===== config.mk =====
export PLATFORM = sky130hd
export DESIGN_NAME = fifo_rr_arbiter_flat
export DESIGN_NICKNAME = d
export VERILOG_FILES = /design/src/rtl/fifo_rr_arbiter_if.sv /design/src/rtl/fifo_rr_arbiter.sv /design/src/flat_wrapper.sv
export SDC_FILE = /design/constraint.sdc
export NUM_CORES = 1
export LEC_CHECK = 0
export ABC_CLOCK_PERIOD_IN_PS = 3700
export BUFFER_PORTS_ARGS = -buffer_cell sky130_fd_sc_hd__buf_2
export CAP_MARGIN = 20
export CORE_MARGIN = 1
export CORE_UTILIZATION = 38
export CTS_CLUSTER_DIAMETER = 200
export DETAILED_ROUTE_END_ITERATION = 12
export PLACE_DENSITY = 0.95
export RECOVER_POWER = 100
export SYNTH_ARGS = -nofsm -noshare
export SYNTH_HDL_FRONTEND = slang
export SYNTH_SLANG_ARGS = --single-unit

===== constraint.sdc =====
create_clock -name clk_i -period 3.7 [get_ports clk_i]
set_clock_uncertainty 0.05 [all_clocks]
set_input_delay 0.555 -clock clk_i [delete_from_list [all_inputs] [get_ports clk_i]]
set_output_delay 0.555 -clock clk_i [all_outputs]
set_load 0.05 [all_outputs]

===== src/rtl/fifo_rr_arbiter_if.sv =====
// Producer-side and Fifo-side signals of the round-robin write-port arbiter.
// The slave modport is the arbiter's view; master is the view of whatever
// drives the producers and models the Fifo.
interface fifo_rr_arbiter_if #(
    parameter int NUM_REQ = 4,
    parameter int SIZE    = 32
);
    localparam int OWN_W = $clog2(NUM_REQ);

    logic [NUM_REQ-1:0]      req_valid_i;
    logic [NUM_REQ*SIZE-1:0] req_data_i;
    logic [NUM_REQ-1:0]      grant_o;
    logic [OWN_W-1:0]        owner_o;
    logic                    busy_o;
    logic                    fifo_valid_o;
    logic [SIZE-1:0]         fifo_data_o;
    logic                    fifo_full_i;

    modport slave (
        input  req_valid_i, req_data_i, fifo_full_i,
        output grant_o, owner_o, busy_o, fifo_valid_o, fifo_data_o
    );

    modport master (
        output req_valid_i, req_data_i, fifo_full_i,
        input  grant_o, owner_o, busy_o, fifo_valid_o, fifo_data_o
    );
endinterface


===== src/rtl/fifo_rr_arbiter.sv =====
// Round-robin arbiter sharing one Fifo write port among NUM_REQ producers.
// A granted producer keeps the port for up to MAX_BURST accepted beats, or
// until it has no beat to offer; the next owner is chosen in the same cycle
// so back-to-back bursts carry no idle bubble.
module fifo_rr_arbiter #(
    parameter int NUM_REQ   = 4,
    parameter int SIZE      = 32,
    parameter int MAX_BURST = 4
) (
    input  logic               clk_i,
    input  logic               rst_i,
    fifo_rr_arbiter_if.slave   bus
);
    localparam int OWN_W = $clog2(NUM_REQ);
    localparam int CNT_W = $clog2(MAX_BURST + 1);

    localparam logic [0:0] S_IDLE = 1'b0;
    localparam logic [0:0] S_OWN  = 1'b1;

    localparam logic [CNT_W-1:0] LAST_BEAT = CNT_W'(MAX_BURST - 1);

    logic [0:0]       r_state;
    logic [OWN_W-1:0] r_owner;
    logic [OWN_W-1:0] r_rr_last;
    logic [CNT_W-1:0] r_beat_cnt;

    logic [OWN_W-1:0] w_base;
    logic [OWN_W-1:0] w_idx;
    logic [OWN_W-1:0] w_winner;
    logic             w_any;
    logic             w_own;
    logic             w_own_valid;
    logic             w_accept;
    logic             w_release;

    // While owning, a release hands priority on from the current owner;
    // while idle the search starts after the last recorded owner.
    assign w_own       = (r_state == S_OWN);
    assign w_base      = w_own ? r_owner : r_rr_last;
    assign w_own_valid = bus.req_valid_i[r_owner];
    assign w_accept    = w_own & w_own_valid & ~bus.fifo_full_i;
    assign w_release   = w_own & ((w_accept & (r_beat_cnt == LAST_BEAT)) | ~w_own_valid);

    // Round-robin search from w_base+1; scanning from farthest to nearest
    // lets the nearest requester overwrite the others and win.
    always_comb begin
        // NOTE: every variable gets a default before the loop so no latch is inferred.
        w_any    = 1'b0;
        w_winner = '0;
        w_idx    = '0;
        for (int i = NUM_REQ; i >= 1; i--) begin
            w_idx = OWN_W'((int'(w_base) + i) % NUM_REQ);
            if (bus.req_valid_i[w_idx]) begin
                w_any    = 1'b1;
                w_winner = w_idx;
            end
        end
    end

    // One-hot grant to the owner, withdrawn while the Fifo is full.
    always_comb begin
        bus.grant_o = '0;
        if (w_own && !bus.fifo_full_i) begin
            bus.grant_o[r_owner] = 1'b1;
        end
    end

    // Zero-latency data path onto the Fifo write port; zero when nothing is written.
    always_comb begin
        bus.fifo_data_o = '0;
        if (w_accept) begin
            bus.fifo_data_o = bus.req_data_i[int'(r_owner)*SIZE +: SIZE];
        end
    end

    assign bus.fifo_valid_o = w_accept;
    assign bus.busy_o       = w_own;
    assign bus.owner_o      = r_owner;

    // Ownership, round-robin pointer and burst counter.
    always_ff @(posedge clk_i or posedge rst_i) begin
        // NOTE: non-blocking assignments so every register samples pre-edge values together.
        if (rst_i) begin
            r_state    <= S_IDLE;
            r_owner    <= '0;
            r_rr_last  <= OWN_W'(NUM_REQ - 1);
            r_beat_cnt <= '0;
        end else begin
            case (r_state)
                S_IDLE: begin
                    if (w_any) begin
                        r_state    <= S_OWN;
                        r_owner    <= w_winner;
                        r_beat_cnt <= '0;
                    end
                end
                default: begin
                    if (w_release) begin
                        r_rr_last  <= r_owner;
                        r_beat_cnt <= '0;
                        if (w_any) begin
                            r_owner <= w_winner;
                        end else begin
                            r_state <= S_IDLE;
                            r_owner <= '0;
                        end
                    end else if (w_accept) begin
                        r_beat_cnt <= r_beat_cnt + 1'b1;
                    end
                end
            endcase
        end
    end
endmodule


===== src/flat_wrapper.sv =====
// flat-port wrapper written by rule: the top's interface ports become plain ports
module fifo_rr_arbiter_flat 
#(
    parameter int NUM_REQ   = 4,
    parameter int SIZE      = 32,
    parameter int MAX_BURST = 4
)
  (clk_i, rst_i, bus_req_valid_i, bus_req_data_i, bus_fifo_full_i, bus_grant_o, bus_owner_o, bus_busy_o, bus_fifo_valid_o, bus_fifo_data_o);
  fifo_rr_arbiter_if #(.NUM_REQ(NUM_REQ), .SIZE(SIZE)) bus_i ();
  input  logic clk_i;
  input  logic rst_i;
  input wire logic [$bits(bus_i.req_valid_i)-1:0] bus_req_valid_i;
  input wire logic [$bits(bus_i.req_data_i)-1:0] bus_req_data_i;
  input wire logic [$bits(bus_i.fifo_full_i)-1:0] bus_fifo_full_i;
  output wire logic [$bits(bus_i.grant_o)-1:0] bus_grant_o;
  output wire logic [$bits(bus_i.owner_o)-1:0] bus_owner_o;
  output wire logic [$bits(bus_i.busy_o)-1:0] bus_busy_o;
  output wire logic [$bits(bus_i.fifo_valid_o)-1:0] bus_fifo_valid_o;
  output wire logic [$bits(bus_i.fifo_data_o)-1:0] bus_fifo_data_o;
  assign bus_i.req_valid_i = bus_req_valid_i;
  assign bus_i.req_data_i = bus_req_data_i;
  assign bus_i.fifo_full_i = bus_fifo_full_i;
  assign bus_grant_o = bus_i.grant_o;
  assign bus_owner_o = bus_i.owner_o;
  assign bus_busy_o = bus_i.busy_o;
  assign bus_fifo_valid_o = bus_i.fifo_valid_o;
  assign bus_fifo_data_o = bus_i.fifo_data_o;
  fifo_rr_arbiter #(.NUM_REQ(NUM_REQ), .SIZE(SIZE), .MAX_BURST(MAX_BURST)) u_core (.clk_i(clk_i), .rst_i(rst_i), .bus(bus_i));
endmodule

==> flow_metrics.tcl, run 1 <==
set metrics [dict create \
    status "finished, final reports clean" \
    wire_length_of_the_first_global_routing_pass_mm 8.78 \
    netlist.area_leader.share_pct 45.9 \
    insertion_delay_of_the_later_clocked_pin_in_the_worst_skew_pair_ps 230 \
    timing.setup.critical_path_class "register to output port" \
    synth.top_cells.by_count "sky130_fd_sc_hd__mux4_2, sky130_fd_sc_hd__and3_1, sky130_fd_sc_hd__clkbuf_1" \
    ff2ff_setup_slack_ps 1020 \
    fill_cells 369 \
    timing.critical_path.required_ps 3090 \
    synth_top_area_cell "sky130_fd_sc_hd__mux4_2" \
    worst_hold_path_type "primary input to asynchronous set/reset pin" \
    net_count_reported_at_finish 454 \
    drtPass1Iterations 4 \
    grtUsageTotal_pct 25.7 \
    cts_max_level 1 \
    max_slew_margin_pct 42.8 \
    reg2reg_from "u_core.bus.owner_o[0]$_DFFE_PP0P_" \
    design_power_total_mw 1.80 \
    post_syn_area_um2 1620 \
    antenna_violating_nets_post_route 0 \
    cell_with_the_most_instances_after_synthesis "sky130_fd_sc_hd__mux4_2" \
    port_buffers 174 \
    wire_per_inst_um 17.0 \
    flow.area_growth_from_synthesis_pct 57.2 \
    cts_inserted_buffers 3 \
    ctsHoldBuffers 0 \
    initialDrtViolationCount 109 \
    setup_viol_count_final 0 \
    rows 23 \
    die-area_um2 4530 \
    maximum_number_of_pins_on_one_net_before_global_route_repair 38 \
    tritoncts "yes" \
    synth_flop_cell "sky130_fd_sc_hd__dfrtp_1" \
    synth.lib_cells_used.distinct 34 \
    critical_path.max_stage_delay_ps 900 \
    register_area_um2 203 \
    cts_post_setup_buffers_inserted 0 \
    worst_setup_hold_path_clk_slew_ps 40 \
    routed_via_count 2056 \
    insertedDiodeCount 0 \
    synth.avg_cell_area_um2 10.8 \
    final.setup.tns_ps 0 \
    vias_per_cell 5.62 \
    asyncSetResetFlopFracSynth_pct 100 \
    overflow 0 \
    dp.final_hpwl_mm 5.20 \
    grt_pass1_vias 1909 \
    leakagePower_nw 1.41 \
    worst-endpoint-arrival_ps 2500 \
    cts_sinks 8 \
    post_layout_cell_count 366 \
    worst_path_max_delay_cell "sky130_fd_sc_hd__dfrtp_1" \
    grt_setup_unrepaired "no" \
    fraction_of_layout_instances_using_a_drive_strength_above_1_pct 68.7 \
    critical_path_cell_by_cell "mux4_2 -> nand2_1 -> inv_1 -> clkbuf_1" \
    die-width_um 67.3 \
    core_area_um2 4060 \
    start_util_pct 39.9 \
    cap_violations 0 \
    detailedPlace.worstSlack_ps 1100 \
    post_route_fraction_of_the_period_consumed_by_the_critical_path_pct 83.9 \
    clock-root-buffer "sky130_fd_sc_hd__clkbuf_8" \
    synth_fp_nets 287 \
    vdd_ir_drop_max_uv 615 \
    post_cts_resized 0 \
    placedCellCount 362 \
    top_level_ports 175 \
    final-max-slew-violation-count 0 \
    antenna_found_initial 0 \
    drc_violation_count_after_routing 0 \
    crit_fanout 37 \
    worstRegToRegCells 3 \
    number_of_synthesized_flops_with_an_enable_pin 0 \
    timing_hold_violations_final 0 \
    fmax_mhz 322 \
    time_the_worst_path_needs_with_i_o_delays_and_setup_ps 3100 \
    postSynthCellCount 150 \
    multi_input_comb_area_um2 1310 \
    worstMarginPinSlew_ps 859 \
    regToRegEndpoint "u_core.r_rr_last[1]$_DFFE_PP1P_" \
    wl_mm 6.23 \
    p_per_area_nw_per_um2 708 \
    yosysWarnings 0 \
    yosysSeqAreaShare_pct 12.5 \
    floorplan.die.height_um 67.3 \
    worst_setup_slack_final_ps 595 \
    synth_seq_cells 8 \
    place.gp.congestion 0.886 \
    cts_buffer_depth 2 \
    worstSetupEndpointType "output port" \
    worstSetupStartpointType "register" \
    leading_post_synthesis_cells_by_cell_area "sky130_fd_sc_hd__mux4_2, sky130_fd_sc_hd__and3_1, sky130_fd_sc_hd__dfrtp_1, sky130_fd_sc_hd__mux2_2, sky130_fd_sc_hd__dfstp_2" \
]
## worst max-delay path by stage
stage | from | end | slack [ps] | depth (start not counted)
final | u_core.bus.owner_o[0]$_DFFE_PP0P_ | bus_fifo_valid_o | 600 | 4
after CTS | u_core.bus.owner_o[0]$_DFFE_PP0P_ | bus_fifo_data_o[18] | 860 | 4
after global routing | u_core.bus.owner_o[0]$_DFFE_PP0P_ | bus_fifo_data_o[18] | 430 | 4
after floorplan | u_core.bus.busy_o$_DFF_PP0_ | bus_grant_o[0] | 600 | 3
after detailed placement | u_core.bus.owner_o[0]$_DFFE_PP0P_ | bus_fifo_data_o[18] | 1100 | 4
after global placement | u_core.bus.owner_o[0]$_DFFE_PP0P_ | bus_fifo_data_o[31] | 1150 | 3
## state kept, by name (all words and copies together), names as in the netlist
| register | cells |
|---|---|
| u_core.r_rr_last | 2 |
| u_core.bus.busy_o | 1 |
| u_core.r_beat_cnt | 3 |
| u_core.bus.owner_o | 2 |
## through the flow
stage | util, % | cell area (um^2) | hold slack (ps)
2_1_floorplan | - | 1620 | 319
3_3_place_gp | 62.0 | 2520 | 437
3_5_place_dp | 62.0 | 2520 | 454
4_1_cts | 63.2 | 2560 | 225
5_1_grt | 62.7 | 2540 | 240
6_report | 62.7 | 2540 | 220
## layout make-up
| cell class | instances | share of cell area [%] |
|---|---|---|
| timing repair buffer | 179 | 35.3 |
| tap | 50 | 2.46 |
| clock buffer | 4 | 1.77 |
| inverter | 6 | 0.885 |
| multi-input combinational | 119 | 51.6 |
| sequential | 8 | 7.96 |
## placed cells by master, fill, tap and decap left out, drive strengths merged, types with 2 or more instances in the layout
master  instances
mux4           33
and3b           2
ha              2
dfrtp           6
mux2i           2
nor3b           4
mux2            6
a31oi           3
o21ai           5
and3           33
nand2           6
inv             6
dfstp           2
buf           172
clkbuf         11
nor2            8
## cells by family after synthesis
| logic type | count (synthesis) | synth area share [%] |
|---|---|---|
| muxes | 41 | 51.3 |
| buffers and inverters | 23 | 6.10 |
| AOI/OAI and AO/OA | 16 | 6.65 |
| DFF | 8 | 12.5 |
| and+or+nand+nor | 60 | 21.9 |
| adders and majority gates | 2 | 1.55 |
## where the power goes
group	total (mW)	switching, mW	leakage [nW]	internal (mW)
Combinational	1.49	0.877	1.29	0.616
Sequential	0.197	0.0664	0.0938	0.131
Clock	0.111	0.0358	0.0228	0.0748
## layer usage
metal / vias up / share of wire [%] / global-route usage (%)
met1: 996 / 37 / 31.0
met3: 16 / 6.1 / 3.55
met5: - / 0 / 0
met4: 0 / 2.0 / 6.38
met2: 102 / 55 / 47.6
li1: 942 / - / -
## critical path, delay by kind of cell (launching register included)
kind	cells	cell delay, ps
flip-flops	1	900
multiplexers	1	730
buffers and inverters	2	540
AND/OR/NAND/NOR	1	90
(Power assumes the default switching activity.)
==> run 2: changes to the inputs <==
--- a/config.mk
+++ b/config.mk
@@ -5,14 +5,14 @@
 export SDC_FILE = /design/constraint.sdc
 export NUM_CORES = 1
 export LEC_CHECK = 0
-export ABC_CLOCK_PERIOD_IN_PS = 3700
+export ABC_CLOCK_PERIOD_IN_PS = 2700
 export BUFFER_PORTS_ARGS = -buffer_cell sky130_fd_sc_hd__buf_2
 export CAP_MARGIN = 20
 export CORE_MARGIN = 1
-export CORE_UTILIZATION = 38
+export CORE_UTILIZATION = 32
 export CTS_CLUSTER_DIAMETER = 200
 export DETAILED_ROUTE_END_ITERATION = 12
-export PLACE_DENSITY = 0.95
+export PLACE_DENSITY = 0.89
 export RECOVER_POWER = 100
 export SYNTH_ARGS = -nofsm -noshare
 export SYNTH_HDL_FRONTEND = slang
==> constraint.sdc (replaced) <==
create_clock -name clk_i -period 2.7 [get_ports clk_i]
set_clock_uncertainty 0.05 [all_clocks]
set_input_delay 0.405 -clock clk_i [delete_from_list [all_inputs] [get_ports clk_i]]
set_output_delay 0.405 -clock clk_i [all_outputs]
set_load 0.05 [all_outputs]
==> run 2 against run 1 <==
Die area rose by 18%. Utilization down 8.8 points. Critical endpoint is now bus_fifo_data_o[13]. Clock-buffer cell count stayed put.
==> flow_metrics.tcl, run 2 (synthesis gave the netlist of run 1 again) <==
set metrics [dict create \
    die-area_um2 5350 \
    worst-endpoint-arrival_ps 2070 \
    cts_buffer_depth 2 \
    rows 25 \
    drtPass1Iterations 4 \
    ctsHoldBuffers 0 \
    top_level_ports 175 \
    drc_violation_count_after_routing 0 \
    cap_violations 0 \
    detailedPlace.worstSlack_ps 464 \
    worst_setup_hold_path_clk_slew_ps 50 \
    vdd_ir_drop_max_uv 633 \
    leakagePower_nw 1.41 \
    worstSetupEndpointType "output port" \
    worstRegToRegCells 3 \
    wl_mm 6.20 \
    worstSetupStartpointType "register" \
    hold-worst-slack_ps 53.5 \
    routed_via_count 2030 \
    critical_path_cell_by_cell "clkbuf_4 -> mux4_2 -> and3_1 -> clkbuf_2" \
    status "finished, final reports clean" \
    layout.cells.most_common "sky130_fd_sc_hd__buf_2" \
    timing_hold_violations_final 0 \
    final_cell_mix "sky130_fd_sc_hd__buf_2, sky130_fd_sc_hd__mux4_2, sky130_fd_sc_hd__and3_1" \
    core_area_um2 4790 \
    die-width_um 73.1 \
    critical_path.max_stage_delay_ps 550 \
    max_slew_margin_pct 60.1 \
    worstMarginPinSlew_ps 601 \
    post_route_fraction_of_the_period_consumed_by_the_critical_path_pct 93.4 \
    wire_length_of_the_first_global_routing_pass_mm 9.04 \
    flow.area_growth_from_synthesis_pct 59.5 \
    port_buffers 174 \
    tritoncts "yes" \
    vias_per_cell 5.29 \
    fill_cells 450 \
    worst_path_max_delay_cell "sky130_fd_sc_hd__mux4_2" \
    fraction_of_layout_instances_using_a_drive_strength_above_1_pct 70.7 \
    timing.setup.critical_path_class "register to output port" \
    timing.critical_path.depth 4 \
    ff2ff_setup_slack_ps 620 \
    antenna_violating_nets_post_route 0 \
    design_power_total_mw 2.49 \
    p_per_area_nw_per_um2 963 \
    worstPathBufferInverterCount 2 \
    post_cts_resized 0 \
    worst_hold_path_type "primary input to asynchronous set/reset pin" \
    net_count_reported_at_finish 455 \
    final-max-slew-violation-count 0 \
    final.setup.tns_ps 0 \
    dp.final_hpwl_mm 5.19 \
    setup_viol_count_final 0 \
    cts_max_level 1 \
    regToRegEndpoint "u_core.r_rr_last[0]$_DFFE_PP1P_" \
    grt_pass1_vias 1885 \
    antenna_found_initial 0 \
    reg2reg_from "u_core.bus.owner_o[0]$_DFFE_PP0P_" \
    grt_setup_unrepaired "no" \
    insertion_delay_of_the_later_clocked_pin_in_the_worst_skew_pair_ps 240 \
    path_delay_family "buffers and inverters" \
    worst_setup_slack_final_ps 179 \
    time_the_worst_path_needs_with_i_o_delays_and_setup_ps 2520 \
    floorplan.die.height_um 73.1 \
    fmax_mhz 397 \
    overflow 0 \
    start_util_pct 33.8 \
    largest_reg_flops 3 \
    cts_sinks 8 \
    place.gp.congestion 0.965 \
    clock-root-buffer "sky130_fd_sc_hd__clkbuf_8" \
    grtUsageTotal_pct 22.3 \
    maximum_number_of_pins_on_one_net_before_global_route_repair 38 \
    registers.top_by_ff_count "u_core.r_beat_cnt" \
    cts_inserted_buffers 3 \
    timing.critical_path.required_ps 2250 \
    initialDrtViolationCount 55 \
    insertedDiodeCount 0 \
    wire_per_inst_um 16.2 \
    crit_fanout 22 \
    cts_post_setup_buffers_inserted 0 \
]
-- run 2: cell type report --
cell class,instances,area [um^2],share of cell area (%)
Clock buffer,4,45.0,1.74
Sequential cell,8,204,7.90
Multi-Input combinational cell,119,1320,51.0
Timing Repair Buffer,180,910,35.2
Tap cell,67,83.8,3.25
Inverter,6,22.5,0.872
-- run 2: worst max-delay path by stage --
stage / slack, ps / endpoint / from
after floorplan: 110 / bus_grant_o[3] / u_core.bus.owner_o[1]$_DFFE_PP0P_
final: 180 / bus_fifo_data_o[13] / u_core.bus.owner_o[0]$_DFFE_PP0P_
after global routing: 60 / bus_fifo_data_o[14] / u_core.bus.owner_o[0]$_DFFE_PP0P_
after global placement: 460 / bus_fifo_data_o[17] / u_core.bus.owner_o[0]$_DFFE_PP0P_
after detailed placement: 460 / bus_fifo_data_o[13] / bus_req_valid_i[3]
after CTS: 200 / bus_fifo_data_o[17] / u_core.bus.owner_o[0]$_DFFE_PP0P_
-- run 2: per-layer routing --
layer	vias up	routed length, um	global-route usage, %
li1	948	-	-
met1	957	2390	27.1
met2	109	3300	39.5
met3	16	373	3.04
met4	0	140	9.15
met5	-	0	0
-- run 2: per-stage QoR --
| stage | utilization (%) | area, um^2 | instances |
|---|---|---|---|
| global route | 54.0 | 2580 | 384 |
| global placement | 53.3 | 2550 | 380 |
| floorplan | - | 1620 | 150 |
| detailed placement | 53.3 | 2550 | 380 |
| CTS | 54.2 | 2600 | 384 |
| finish | 54.0 | 2580 | 384 |
-- run 2: where the power goes --
part / total [mW] / switching, mW / internal, mW
Sequential: 0.235 / 0.0523 / 0.182
Combinational: 2.09 / 1.25 / 0.845
Clock: 0.158 / 0.0553 / 0.103
Total: 2.49 / 1.36 / 1.13
==> run 3: changes to the inputs <==
--- a/config.mk
+++ b/config.mk
@@ -5,14 +5,16 @@
 export SDC_FILE = /design/constraint.sdc
 export NUM_CORES = 1
 export LEC_CHECK = 0
+export ABC_AREA = 1
 export ABC_CLOCK_PERIOD_IN_PS = 2700
 export BUFFER_PORTS_ARGS = -buffer_cell sky130_fd_sc_hd__buf_2
 export CAP_MARGIN = 20
 export CORE_MARGIN = 1
-export CORE_UTILIZATION = 32
+export CORE_UTILIZATION = 31
 export CTS_CLUSTER_DIAMETER = 200
 export DETAILED_ROUTE_END_ITERATION = 12
-export PLACE_DENSITY = 0.89
+export MAX_ROUTING_LAYER = met4
+export PLACE_DENSITY = 0.88
 export RECOVER_POWER = 100
 export SYNTH_ARGS = -nofsm -noshare
 export SYNTH_HDL_FRONTEND = slang
==> run 3 against run 2 <==
Cell count up 36%. Non-clock buffer count is 2 higher. Total power is 56% higher. Highest routed layer unchanged. Synthesized cell count increased by 92%. Critical endpoint is now bus_fifo_data_o[15].
==> flow_metrics.tcl, run 3 <==
set metrics [dict create \
    status "finished, final reports clean" \
    p_per_area_nw_per_um2 1290 \
    fmax_mhz 392 \
    drtPass1Iterations 5 \
    fraction_of_layout_instances_using_a_drive_strength_above_1_pct 49.0 \
    max_slew_margin_pct 59.0 \
    insertion_delay_of_the_later_clocked_pin_in_the_worst_skew_pair_ps 230 \
    wire_length_of_the_first_global_routing_pass_mm 10.9 \
    vias_per_cell 5.39 \
    setup_viol_count_final 0 \
    synth.lib_cells_used.distinct 23 \
    tritoncts "yes" \
    critical_path_cell_by_cell "inv_1 -> nor2_1 -> inv_1 -> nor2_4 -> inv_2 -> buf_4 -> a31oi_4 -> clkbuf_2" \
    rows 25 \
    grt_setup_unrepaired "no" \
    net_count_reported_at_finish 595 \
    final_cell_mix "sky130_fd_sc_hd__buf_2, sky130_fd_sc_hd__nand2_1, sky130_fd_sc_hd__a22oi_1" \
    registers.top_by_ff_count "u_core.r_beat_cnt" \
    top_level_ports 175 \
    synth.top_cells.by_count "sky130_fd_sc_hd__nand2_1, sky130_fd_sc_hd__a22oi_1, sky130_fd_sc_hd__a31oi_1" \
    floorplan.die.height_um 72.9 \
    cts_post_setup_buffers_inserted 0 \
    maximum_number_of_pins_on_one_net_before_global_route_repair 34 \
    worstMarginPinSlew_ps 618 \
    initialDrtViolationCount 100 \
    timing.setup.critical_path_class "register to output port" \
    insertedDiodeCount 0 \
    leakagePower_nw 1.45 \
    die-width_um 72.9 \
    wire_per_inst_um 14.3 \
    worst-endpoint-arrival_ps 2100 \
    cap_violations 0 \
    timing_hold_violations_final 0 \
    critical_path.max_stage_delay_ps 420 \
    synth_fp_nets 425 \
    port_buffers 174 \
    vdd_ir_drop_max_uv 1000 \
    wl_mm 7.49 \
    worst_path_max_delay_cell "sky130_fd_sc_hd__dfrtp_2" \
    grtUsageTotal_pct 26.7 \
    crit_fanout 17 \
    overflow 0 \
    clock-root-buffer "sky130_fd_sc_hd__clkbuf_8" \
    antenna_violating_nets_post_route 0 \
    worst_hold_path_type "primary input to asynchronous set/reset pin" \
    cts_max_level 1 \
    asyncSetResetFlopFracSynth_pct 100 \
    worstPathBufferInverterCount 5 \
    die-area_um2 5320 \
    ctsHoldBuffers 0 \
    cts_inserted_buffers 3 \
    worstSetupEndpointType "output port" \
    fill_cells 446 \
    post_cts_resized 0 \
    yosysWarnings 0 \
    synth.avg_cell_area_um2 5.42 \
    worstSetupStartpointType "register" \
    post_route_fraction_of_the_period_consumed_by_the_critical_path_pct 94.6 \
    final-max-slew-violation-count 0 \
    hold-worst-slack_ps 54.5 \
    cts_sinks 8 \
    path_delay_family "buffers and inverters" \
    core_area_um2 4790 \
    largest_reg_flops 3 \
    time_the_worst_path_needs_with_i_o_delays_and_setup_ps 2550 \
    start_util_pct 32.6 \
    number_of_synthesized_flops_with_an_enable_pin 0 \
    synth_seq_cells 8 \
    yosysSeqAreaShare_pct 13.0 \
    final.setup.tns_ps 0 \
    netlist.area_leader.share_pct 31.0 \
    crit_path_frequent_cell "sky130_fd_sc_hd__inv_1" \
    cts_buffer_depth 2 \
    timing.critical_path.required_ps 2250 \
    worst_setup_hold_path_clk_slew_ps 40 \
    drc_violation_count_after_routing 0 \
    antenna_found_initial 0 \
    register_area_um2 206 \
    post_syn_area_um2 1560 \
    layout.cells.most_common "sky130_fd_sc_hd__buf_2" \
    routed_via_count 2824 \
    postSynthCellCount 288 \
    cell_with_the_most_instances_after_synthesis "sky130_fd_sc_hd__nand2_1" \
    flow.area_growth_from_synthesis_pct 92.9 \
    synth_flop_cell "sky130_fd_sc_hd__dfrtp_1" \
    grt_pass1_vias 2480 \
    place.gp.congestion 0.925 \
    leading_post_synthesis_cells_by_cell_area "sky130_fd_sc_hd__nand2_1, sky130_fd_sc_hd__a22oi_1, sky130_fd_sc_hd__a31oi_1, sky130_fd_sc_hd__dfrtp_1, sky130_fd_sc_hd__inv_1" \
    multi_input_comb_area_um2 1650 \
    dp.final_hpwl_mm 6.27 \
    synth_top_area_cell "sky130_fd_sc_hd__nand2_1" \
]
==> run 3: changes by cell type after synthesis, moves of 14 or more <==
cell | previous run | this run
sky130_fd_sc_hd__nand2_1 | 6 | 129
sky130_fd_sc_hd__a22oi_1 | 0 | 33
sky130_fd_sc_hd__mux4_2 | 33 | 0
sky130_fd_sc_hd__and3_1 | 32 | 0
sky130_fd_sc_hd__a31oi_1 | 3 | 32
sky130_fd_sc_hd__inv_1 | 6 | 20
==> run 3: routing by layer <==
| metal | routed length [um] | track usage (%) | up-vias |
|---|---|---|---|
| met2 | 3740 | 44.8 | 192 |
| met3 | 589 | 3.59 | 31 |
| met4 | 232 | 11.3 | 0 |
| met5 | 0 | - | - |
| li1 | - | - | 1321 |
| met1 | 2930 | 32.1 | 1280 |
==> run 3: cells by family after synthesis <==
family	after synthesis	synth area share [%]
DFF	8	13.0
adders and majority gates	2	1.60
and+or+nand+nor	164	43.3
AOI/OAI and AO/OA	73	31.7
buffers and inverters	41	10.4
==> run 3: stage by stage <==
| stage | util (%) | worst slack, ps | area, um^2 | std cells | total power, mW |
|---|---|---|---|---|---|
| 6_report | 62.9 | 147 | 3010 | 524 | 3.88 |
| 5_1_grt | 62.9 | 35.8 | 3010 | 524 | 4.18 |
| 3_5_place_dp | 62.4 | 438 | 2990 | 520 | 3.75 |
| 4_1_cts | 63.3 | 186 | 3030 | 524 | 3.91 |
| 3_3_place_gp | 62.4 | 513 | 2990 | 520 | 3.68 |
| 2_1_floorplan | - | 75.9 | 2030 | 288 | 3.01 |
==> run 3: report_power, final <==
part / switching, mW / internal [mW]
sequential: 0.0681 / 0.195
clock: 0.0461 / 0.102
combinational: 2.51 / 0.965
==> run 3: cell type report <==
cell class | instances | share of cell area (%)
multi-input combinational | 239 | 54.9
timing repair buffer | 182 | 31.0
tap | 67 | 2.78
sequential | 8 | 6.86
clock buffer | 4 | 1.50
inverter | 24 | 2.99
==> run 3: path summary, 6_finish.rpt <==
kind                                                           to  slack, ps  cells after the start                              start
worst max-delay path                          bus_fifo_data_o[15]        150                      8        u_core.bus.busy_o$_DFF_PP0_
worst min-delay path            u_core.bus.owner_o[1]$_DFFE_PP0P_         50                      2                              rst_i
worst max register to register   u_core.r_beat_cnt[1]$_DFFE_PP0P_        640                      9  u_core.bus.owner_o[1]$_DFFE_PP0P_
worst min register to register   u_core.r_beat_cnt[2]$_DFFE_PP0P_        460                      2   u_core.r_beat_cnt[2]$_DFFE_PP0P_
max in group asynchronous         u_core.r_rr_last[1]$_DFFE_PP1P_       2270                      2                              rst_i
min in group clk_i               u_core.r_beat_cnt[2]$_DFFE_PP0P_        460                      2   u_core.r_beat_cnt[2]$_DFFE_PP0P_
